<file path="config.mk">
export PLATFORM = sky130hd
export DESIGN_NAME = adsr_envelope
export DESIGN_NICKNAME = d
export VERILOG_FILES = /design/src/rtl/synth_pkg.sv /design/src/rtl/env_scaler.sv /design/src/rtl/adsr_envelope.sv
export SDC_FILE = /design/constraint.sdc
export NUM_CORES = 2
export LEC_CHECK = 0
export BUFFER_PORTS_ARGS = -buffer_cell sky130_fd_sc_hd__buf_2
export CORE_ASPECT_RATIO = 0.8
export CORE_UTILIZATION = 35
export CTS_CLUSTER_SIZE = 12
export DETAILED_ROUTE_END_ITERATION = 10
export GPL_TIMING_DRIVEN = 0
export SKIP_LAST_GASP = 1
export SLEW_MARGIN = 10
export SYNTH_ARGS = -nofsm -noshare
export SYNTH_HDL_FRONTEND = slang
export SYNTH_SLANG_ARGS = --single-unit
</file>
<file path="constraint.sdc">
create_clock -name MasterCLK -period 5.6 [get_ports MasterCLK]
set_input_delay 0.84 -clock MasterCLK [delete_from_list [all_inputs] [get_ports MasterCLK]]
set_output_delay 0.84 -clock MasterCLK [all_outputs]
set_load 0.03 [all_outputs]
</file>
<file path="src/rtl/synth_pkg.sv">
// synth_pkg: shared envelope state encoding, level limits and sustain expansion
package synth_pkg;
  typedef enum logic [2:0] {
    IDLE    = 3'd0,
    ATTACK  = 3'd1,
    DECAY   = 3'd2,
    SUSTAIN = 3'd3,
    RELEASE = 3'd4
  } env_state_t;
  localparam logic [15:0] LEVEL_MAX = 16'hFFFF;
  function automatic logic [15:0] sustain_expand(input logic [7:0] s);
    return {s, s};
  endfunction
endpackage

</file>
<file path="src/rtl/env_scaler.sv">
// env_scaler: registered signed sample times unsigned gain, floored back to sample width
module env_scaler #(
  parameter int SAMPLE_W = 32,
  parameter int LEVEL_W  = 16
) (
  input  logic                       clk,
  input  logic                       rst,
  input  logic                       en,
  input  logic signed [SAMPLE_W-1:0] din,
  input  logic        [LEVEL_W-1:0]  gain,
  output logic signed [SAMPLE_W-1:0] dout
);
  logic signed [SAMPLE_W+LEVEL_W:0] prod;
  assign prod = din * $signed({1'b0, gain});
  always_ff @(posedge clk or posedge rst)
    if (rst) dout <= '0;
    else if (en) dout <= SAMPLE_W'(prod >>> LEVEL_W);
endmodule

</file>
<file path="src/rtl/adsr_envelope.sv">
// adsr_envelope: ADSR level generator scaling the oscillator sample once per sample tick
module adsr_envelope
  import synth_pkg::*;
#(
  parameter int SAMPLE_W = 32,
  parameter int LEVEL_W  = 16,
  parameter int RATE_W   = 16
) (
  input  logic                MasterCLK,
  input  logic                Reset,
  input  logic                SampleTick,
  input  logic                NoteOn,
  input  logic                NoteOff,
  input  logic [RATE_W-1:0]   AttackRate,
  input  logic [RATE_W-1:0]   DecayRate,
  input  logic [7:0]          SustainLevel,
  input  logic [RATE_W-1:0]   ReleaseRate,
  input  logic [SAMPLE_W-1:0] WTIn,
  output logic [SAMPLE_W-1:0] EnvOut,
  output logic [LEVEL_W-1:0]  EnvLevel,
  output logic [2:0]          EnvState,
  output logic                Active
);
  env_state_t st, st_ev, st_nx;
  logic [LEVEL_W-1:0] tgt, lvl_nx, lmax;
  logic [LEVEL_W:0] add, dec, rel;
  assign lmax = LEVEL_W'(LEVEL_MAX);
  assign EnvState = st;
  assign Active = st != IDLE;
  // note events resolve first so a same-cycle tick uses the new state's rule
  always_comb begin
    tgt = LEVEL_W'(sustain_expand(SustainLevel));
    st_ev = NoteOn ? ATTACK : (NoteOff && st != IDLE && st != RELEASE) ? RELEASE : st;
    add = {1'b0, EnvLevel} + (LEVEL_W+1)'(AttackRate);
    dec = {1'b0, EnvLevel} - (LEVEL_W+1)'(DecayRate);
    rel = {1'b0, EnvLevel} - (LEVEL_W+1)'(ReleaseRate);
    st_nx = st_ev;
    lvl_nx = EnvLevel;
    if (SampleTick)
      case (st_ev)
        ATTACK: begin
          st_nx = (AttackRate == '0 || add[LEVEL_W] || add[LEVEL_W-1:0] == lmax) ? DECAY : ATTACK;
          lvl_nx = (st_nx == DECAY) ? lmax : add[LEVEL_W-1:0];
        end
        DECAY: begin
          st_nx = (DecayRate == '0 || dec[LEVEL_W] || dec[LEVEL_W-1:0] <= tgt) ? SUSTAIN : DECAY;
          lvl_nx = (st_nx == SUSTAIN) ? tgt : dec[LEVEL_W-1:0];
        end
        SUSTAIN: lvl_nx = tgt;
        RELEASE: begin
          st_nx = (ReleaseRate == '0 || rel[LEVEL_W] || rel[LEVEL_W-1:0] == '0) ? IDLE : RELEASE;
          lvl_nx = (st_nx == IDLE) ? '0 : rel[LEVEL_W-1:0];
        end
        default: lvl_nx = '0;
      endcase
  end
  always_ff @(posedge MasterCLK or posedge Reset)
    if (Reset) begin
      st <= IDLE;
      EnvLevel <= '0;
    end else begin
      st <= st_nx;
      EnvLevel <= lvl_nx;
    end
  env_scaler #(.SAMPLE_W(SAMPLE_W), .LEVEL_W(LEVEL_W)) u_scaler (
    .clk (MasterCLK),
    .rst (Reset),
    .en  (SampleTick),
    .din (WTIn),
    .gain(EnvLevel),
    .dout(EnvOut)
  );
endmodule

</file>
# --- Word-level counts from Yosys, hierarchy flattened ---
# Cells that the tools add are included.
op_classes:
  addsub: 3
  mux: 11
  n_reduce_logical: 14
  multipliers: 1
  eq_ne: 8
  magnitude_cmp: 1
ops:
  columns: ["operator", "n"]
  rows:
  - ["zero test 16 bit", 4]
  - ["one-hot mux 16 bit (4 select lines)", 1]
  - ["multiplier 32 x 17 -> 48 bit", 1]
  - ["2-to-1 mux 16 bit", 3]
  - ["subtractor 16 x 16 -> 17 bit", 2]
  - ["adder 16 x 16 -> 17 bit", 1]
  - ["== test 16 bit, second input constant", 1]
  - ["<= comparator 16 bit", 1]
  - ["2-to-1 mux 3 bit", 4]
  - ["one-hot mux 3 bit (3 select lines)", 1]
  - ["== test 3 x 2 -> 1 bit, second input constant", 2]
  - ["logical OR 1 bit", 6]
  - ["== test 2 bit, second input constant", 2]
  - ["== test 3 x 1 -> 1 bit, second input constant", 1]
  - ["== test 3 bit, second input constant", 1]
  - ["zero test 3 bit", 1]
  - ["inequality test 3 bit, second input constant", 1]
  - ["nonzero test 3 bit", 1]
  - ["logical AND 1 bit", 2]
  - ["2-to-1 mux 2 bit", 1]
  - ["2-to-1 mux 1 bit", 1]
word_totals:
  inputBits: 93
  word_cells: 41
  output_inout_bits: 52
  register_bits: 51

# --- Longest topological paths before layout ---
depth:
  ltp_word: 8
  depth_mapped: 24
  mapped_depth_nobuf: 23

# --- Cells and area by module ---
# From an unflattened synthesis, not the netlist that was laid out.
unflattened:
  cells_unflattened: 2638
  area_unflattened_um2: 22864.4
modules_own_cells:
  columns: ["module", "area_each_um2", "cells_per_inst", "instances", "seq_area_each_um2"]
  rows:
  - ["env_scaler", 18675.4, 2073, 1, 800.8]
  - ["adsr_envelope", 4189.0, 565, 1, 475.5]

# --- Worst setup path after synthesis ---
# Ideal clock, no wire load.
synth_path:
  path_kind: "input to register"
  startpoint: "input port WTIn[17]"
  endpoint: "register u_scaler.dout[21]"
  arrival_time_ns: 6.519
  setup_ns: 0.126
  stages: 21
  path_slack_ns: -1.045
  cell_sequence: "clkbuf_1 nand2_1 fa_1 fa_1 fa_1 inv_1 fa_1 fa_1 inv_1 fa_1 inv_1 ha_1 a21o_1 a21o_1 a2111oi_0 o2111ai_1 nand2_1 o21ai_1 a31o_2 a21o_1 a221o_1"
synth_between:
  elab_chain_len: 1
synth_lines:
  columns: ["element", "line", "rtl"]
  rows:
  - ["from (decl)", "adsr_envelope.sv:18", "input logic [SAMPLE_W-1:0] WTIn,"]
  - ["multiplier 32 x 17 -> 48 bit", "env_scaler.sv:14", "assign prod = din * $signed({1'b0, gain});"]
  - ["to (signal assigned)", "env_scaler.sv:17", "else if (en) dout <= SAMPLE_W'(prod >>> LEVEL_W);"]
  - ["to (decl)", "env_scaler.sv:11", "output logic signed [SAMPLE_W-1:0] dout"]
# Every way passes these cells.
# A chain may end at the register's enable or synchronous reset.

# --- Worst setup path in the final report ---
layout_path:
  startpoint: "register EnvLevel[7]"
  endpoint: "register u_scaler.dout[21]"
layout_between:
  elab_chain_len: 1
layout_lines:
  columns: ["element", "line", "rtl"]
  rows:
  - ["from (decl)", "adsr_envelope.sv:20", "output logic [LEVEL_W-1:0] EnvLevel,"]
  - ["from (signal assigned)", "adsr_envelope.sv:63", "EnvLevel <= lvl_nx;"]
  - ["multiplier 32 x 17 -> 48 bit", "env_scaler.sv:14", null]
# Every way passes these cells.

==> metrics.log <==
[metrics] CTS HTree Levels: 2
[metrics] data required time of the critical path: 5.83 ns
[metrics] share of final-layout standard cells stronger than drive strength 1: between 15 and 20%
[metrics] Clock Tree Root: sky130_fd_sc_hd__clkbuf_16
[metrics] clock skew after layout: ~0.012 ns
[metrics] wire length of the first global-routing pass: 119000 µm
[metrics] vias in the first global route: 19811
[metrics] launch instance of the worst min-delay path: u_scaler.dout[15]$_DFFE_PP0P_
[metrics] crit-path max FO: 6
[metrics] Max Transition Viols Final: 0
[metrics] total gr overflow: 0
[metrics] Post-Syn Area per Cell: 8.68 µm²
[metrics] post-route ant nets: 0
[metrics] Clock Path Buffers: 2
[metrics] violation count after the first detailed-routing iteration: approximately 1500
[metrics] asr flop ratio synth: 100%
[metrics] share of the synthesized area in the top cell type: 42.6%
[metrics] data arrival time at the worst-slack endpoint: 6.63 ns
[metrics] yosys synthesis warning count: 0
[metrics] clock-pin slew on the worst setup and hold paths: 0.09 ns
[metrics] antenna violations before repair: 9
[metrics] Critical Path Source: EnvLevel[7]$_DFFE_PP0P_
[metrics] netlist area before placement: 22800 µm²
[metrics] std cell rows: 83
[metrics] sequential area share after synthesis: under 10%
[metrics] setup slack, reg-to-reg: -0.80 ns
[metrics] EDFF count, synth: 0
[metrics] clk_lat worst skew: 0.33 ns
[metrics] Worst Hold Path EP: u_scaler.dout[15]$_DFFE_PP0P_
[metrics] via density per instance: just over 5
[metrics] setup repair after global routing missed its margin: true
[metrics] commonest non-fill, non-tap cell in the layout: sky130_fd_sc_hd__inv_1
[metrics] Sinks on Clock Net: 51
[metrics] Peak Freq: between 150 and 200 MHz
[metrics] Critical Path Sink Type: flop
[metrics] half-perimeter wire length after placement: 62300 µm
[metrics] height of the die: 230 µm
[metrics] clock tree from TritonCTS: yes
[metrics] number of library cell types mapped by synthesis: 76
[metrics] final hold violation count: 0
[metrics] final setup margin: -0.804 ns
[metrics] worst r2r path cells: 24
[metrics] cells taking the most area after synthesis: sky130_fd_sc_hd__fa_1, sky130_fd_sc_hd__inv_1, sky130_fd_sc_hd__ha_1, sky130_fd_sc_hd__and2_1, sky130_fd_sc_hd__nand2_1
[metrics] min cycle time layout: about 6.4 ns
[metrics] routed wire length: 77300 µm
[metrics] utilization of the core after routing: 42.4%
[metrics] TritonCTS buffer count: 5
[metrics] hold crit path type: flop to flop
[metrics] transition time at the pin with the least slew margin: 1.31 ns
[metrics] initial cell density of the core: 35.5%
[metrics] violations in the final reports: negative setup slack
[metrics] detailed-routing iteration count for the pre-antenna-repair pass: 5
[metrics] maximum number of pins on one net before global-route repair: 52
[metrics] overall die area: between 60000 and 70000 µm²
[metrics] smallest hold slack: 0.488 ns
[metrics] highest-count cells in the layout ignoring fill and taps: sky130_fd_sc_hd__inv_1, sky130_fd_sc_hd__fa_1, sky130_fd_sc_hd__nand2_1, sky130_fd_sc_hd__and2_1, sky130_fd_sc_hd__ha_1
[metrics] horizontal die dimension: roughly 290 µm
[metrics] Layout Area Growth over Synthesis: 19.5%
[metrics] slew margin rel.: 11.9%
[metrics] # port buffers: 143
[metrics] Seq cells post-synth: between 50 and 60
[metrics] run status: complete, but fails checks
[metrics] Overall Global Routing Usage: 24.0%
[metrics] kind of start point of the critical path: flop
[metrics] total nets after synthesis: approximately 3400
[metrics] I/O Pins: 145
[metrics] area of the core: 64300 µm²
[metrics] number of standard cells after synthesis: 2628
[metrics] FF-to-FF Start: EnvLevel[7]$_DFFE_PP0P_
[metrics] total negative slack for setup checks: -19.48 ns
[metrics] Final Cycle Share: 114%
[metrics] fin nets: 3636
[metrics] RD Place Congestion: 0.954
[metrics] vias after detailed routing: 19113
[metrics] most instantiated flip-flop cell in the synthesis netlist: sky130_fd_sc_hd__dfrtp_1
[metrics] drc violations: 0
[metrics] largest area contributor in the netlist: sky130_fd_sc_hd__fa_1
[metrics] hold path cells: 2
[metrics] end of the worst register-to-register path: u_scaler.dout[21]$_DFFE_PP0P_
[metrics] routed len/inst: 20.7 µm
[metrics] pre-CTS setup slack: -2.21 ns
[metrics] # setup viols final: 32
[metrics] max cap viols: 0
[metrics] Setup CP Type: flop to flop
## through the flow
stage / cells / cell area, µm²
finish: 3734 / 27200
detailed placement: 3621 / 25200
global placement: 3621 / 25200
CTS: 3697 / 26700
global route: 3733 / 27200
floorplan: 2628 / 23400
## logic make-up after synthesis
| family | Yosys count | share of synthesized area (%) |
|---|---|---|
| and+or+nand+nor | 780 | 16.9 |
| buffers and inverters | 736 | 12.2 |
| adders and majority gates | 661 | 52.2 |
| AOI/OAI and AO/OA | 312 | 9.41 |
| xor gates and xnor gates | 64 | 2.49 |
| DFF | 51 | 5.60 |
| muxes | 24 | 1.16 |
## state kept, by name, summed over array words and instances (netlist names)
register and cells:
EnvLevel 16, EnvState 3, u_scaler.dout 32
## routing by layer
metal / vias to the layer above / routed length [µm] / track usage, %
li1: 8560 / - / -
met2: 779 / 32800 / 35.7
met4: 14 / 1540 / 4.37
met1: 9650 / 34600 / 34.7
met3: 110 / 8300 / 6.89
met5: - / 101 / 0.294
## worst max path at each step
stage	to	depth (start not counted)	slack [ns]
global placement	u_scaler.dout[21]$_DFFE_PP0P_	20	-2.26
floorplan	u_scaler.dout[21]$_DFFE_PP0P_	20	-0.60
finish	u_scaler.dout[21]$_DFFE_PP0P_	24	-0.80
detailed placement	u_scaler.dout[21]$_DFFE_PP0P_	22	-2.21
global route	u_scaler.dout[21]$_DFFE_PP0P_	22	-0.98
CTS	u_scaler.dout[21]$_DFFE_PP0P_	24	-0.75
## cells in the mapped netlist (all sizes together), types with 18 or more instances
master / instances
inv: 637
fa: 485
nand2: 351
and2: 227
ha: 176
clkbuf: 94
a21oi: 77
nor2: 58
dfrtp: 51
o21ai: 48
xnor2: 42
a21o: 36
xor2: 22
mux2: 20
nor2b: 20
nor3: 20
nor4: 19
nand3: 18
## repair_timing
action / in CTS / in global routing
hold buffers: 0 / 0
gates resized for setup: 225 / 104
endpoints found under the setup margin: 32 / 46
pin swaps: 63 / 68
gates cloned: 0 / 2
setup buffers: 72 / 38
## critical path, stage by stage (launching register included)
cell and delay (ns):
sky130_fd_sc_hd__dfrtp_4 0.54, sky130_fd_sc_hd__clkbuf_16 0.19, sky130_fd_sc_hd__buf_8 0.14, sky130_fd_sc_hd__and2_4 0.16
sky130_fd_sc_hd__fa_1 0.48, sky130_fd_sc_hd__inv_1 0.05, sky130_fd_sc_hd__fa_2 0.35, sky130_fd_sc_hd__fa_1 0.55
sky130_fd_sc_hd__inv_2 0.04, sky130_fd_sc_hd__fa_1 0.51, sky130_fd_sc_hd__fa_1 0.51, sky130_fd_sc_hd__inv_2 0.04
sky130_fd_sc_hd__fa_1 0.49, sky130_fd_sc_hd__inv_2 0.05, sky130_fd_sc_hd__ha_4 0.16, sky130_fd_sc_hd__nor3_4 0.28
sky130_fd_sc_hd__o211ai_1 0.14, sky130_fd_sc_hd__buf_4 0.20, sky130_fd_sc_hd__nand4_1 0.16, sky130_fd_sc_hd__o2111ai_4 0.17
sky130_fd_sc_hd__nand2_2 0.15, sky130_fd_sc_hd__o21ai_4 0.14, sky130_fd_sc_hd__a31o_4 0.31, sky130_fd_sc_hd__a21o_1 0.18
sky130_fd_sc_hd__a221o_1 0.28
## layout make-up
cell class | count | area [µm²]
Fill cell | 6411 | 37000
Multi-Input combinational cell | 1841 | 19500
Inverter | 637 | 2390
Timing Repair Buffer | 249 | 1710
Sequential cell | 51 | 1330
Tap cell | 850 | 1060
Buffer | 97 | 1030
Clock buffer | 5 | 125
Clock inverter | 3 | 43.8
Antenna cell | 1 | 2.50
Power is not shown: default switching activity piles up to over one toggle a cycle in this logic, so the estimate is an artifact.
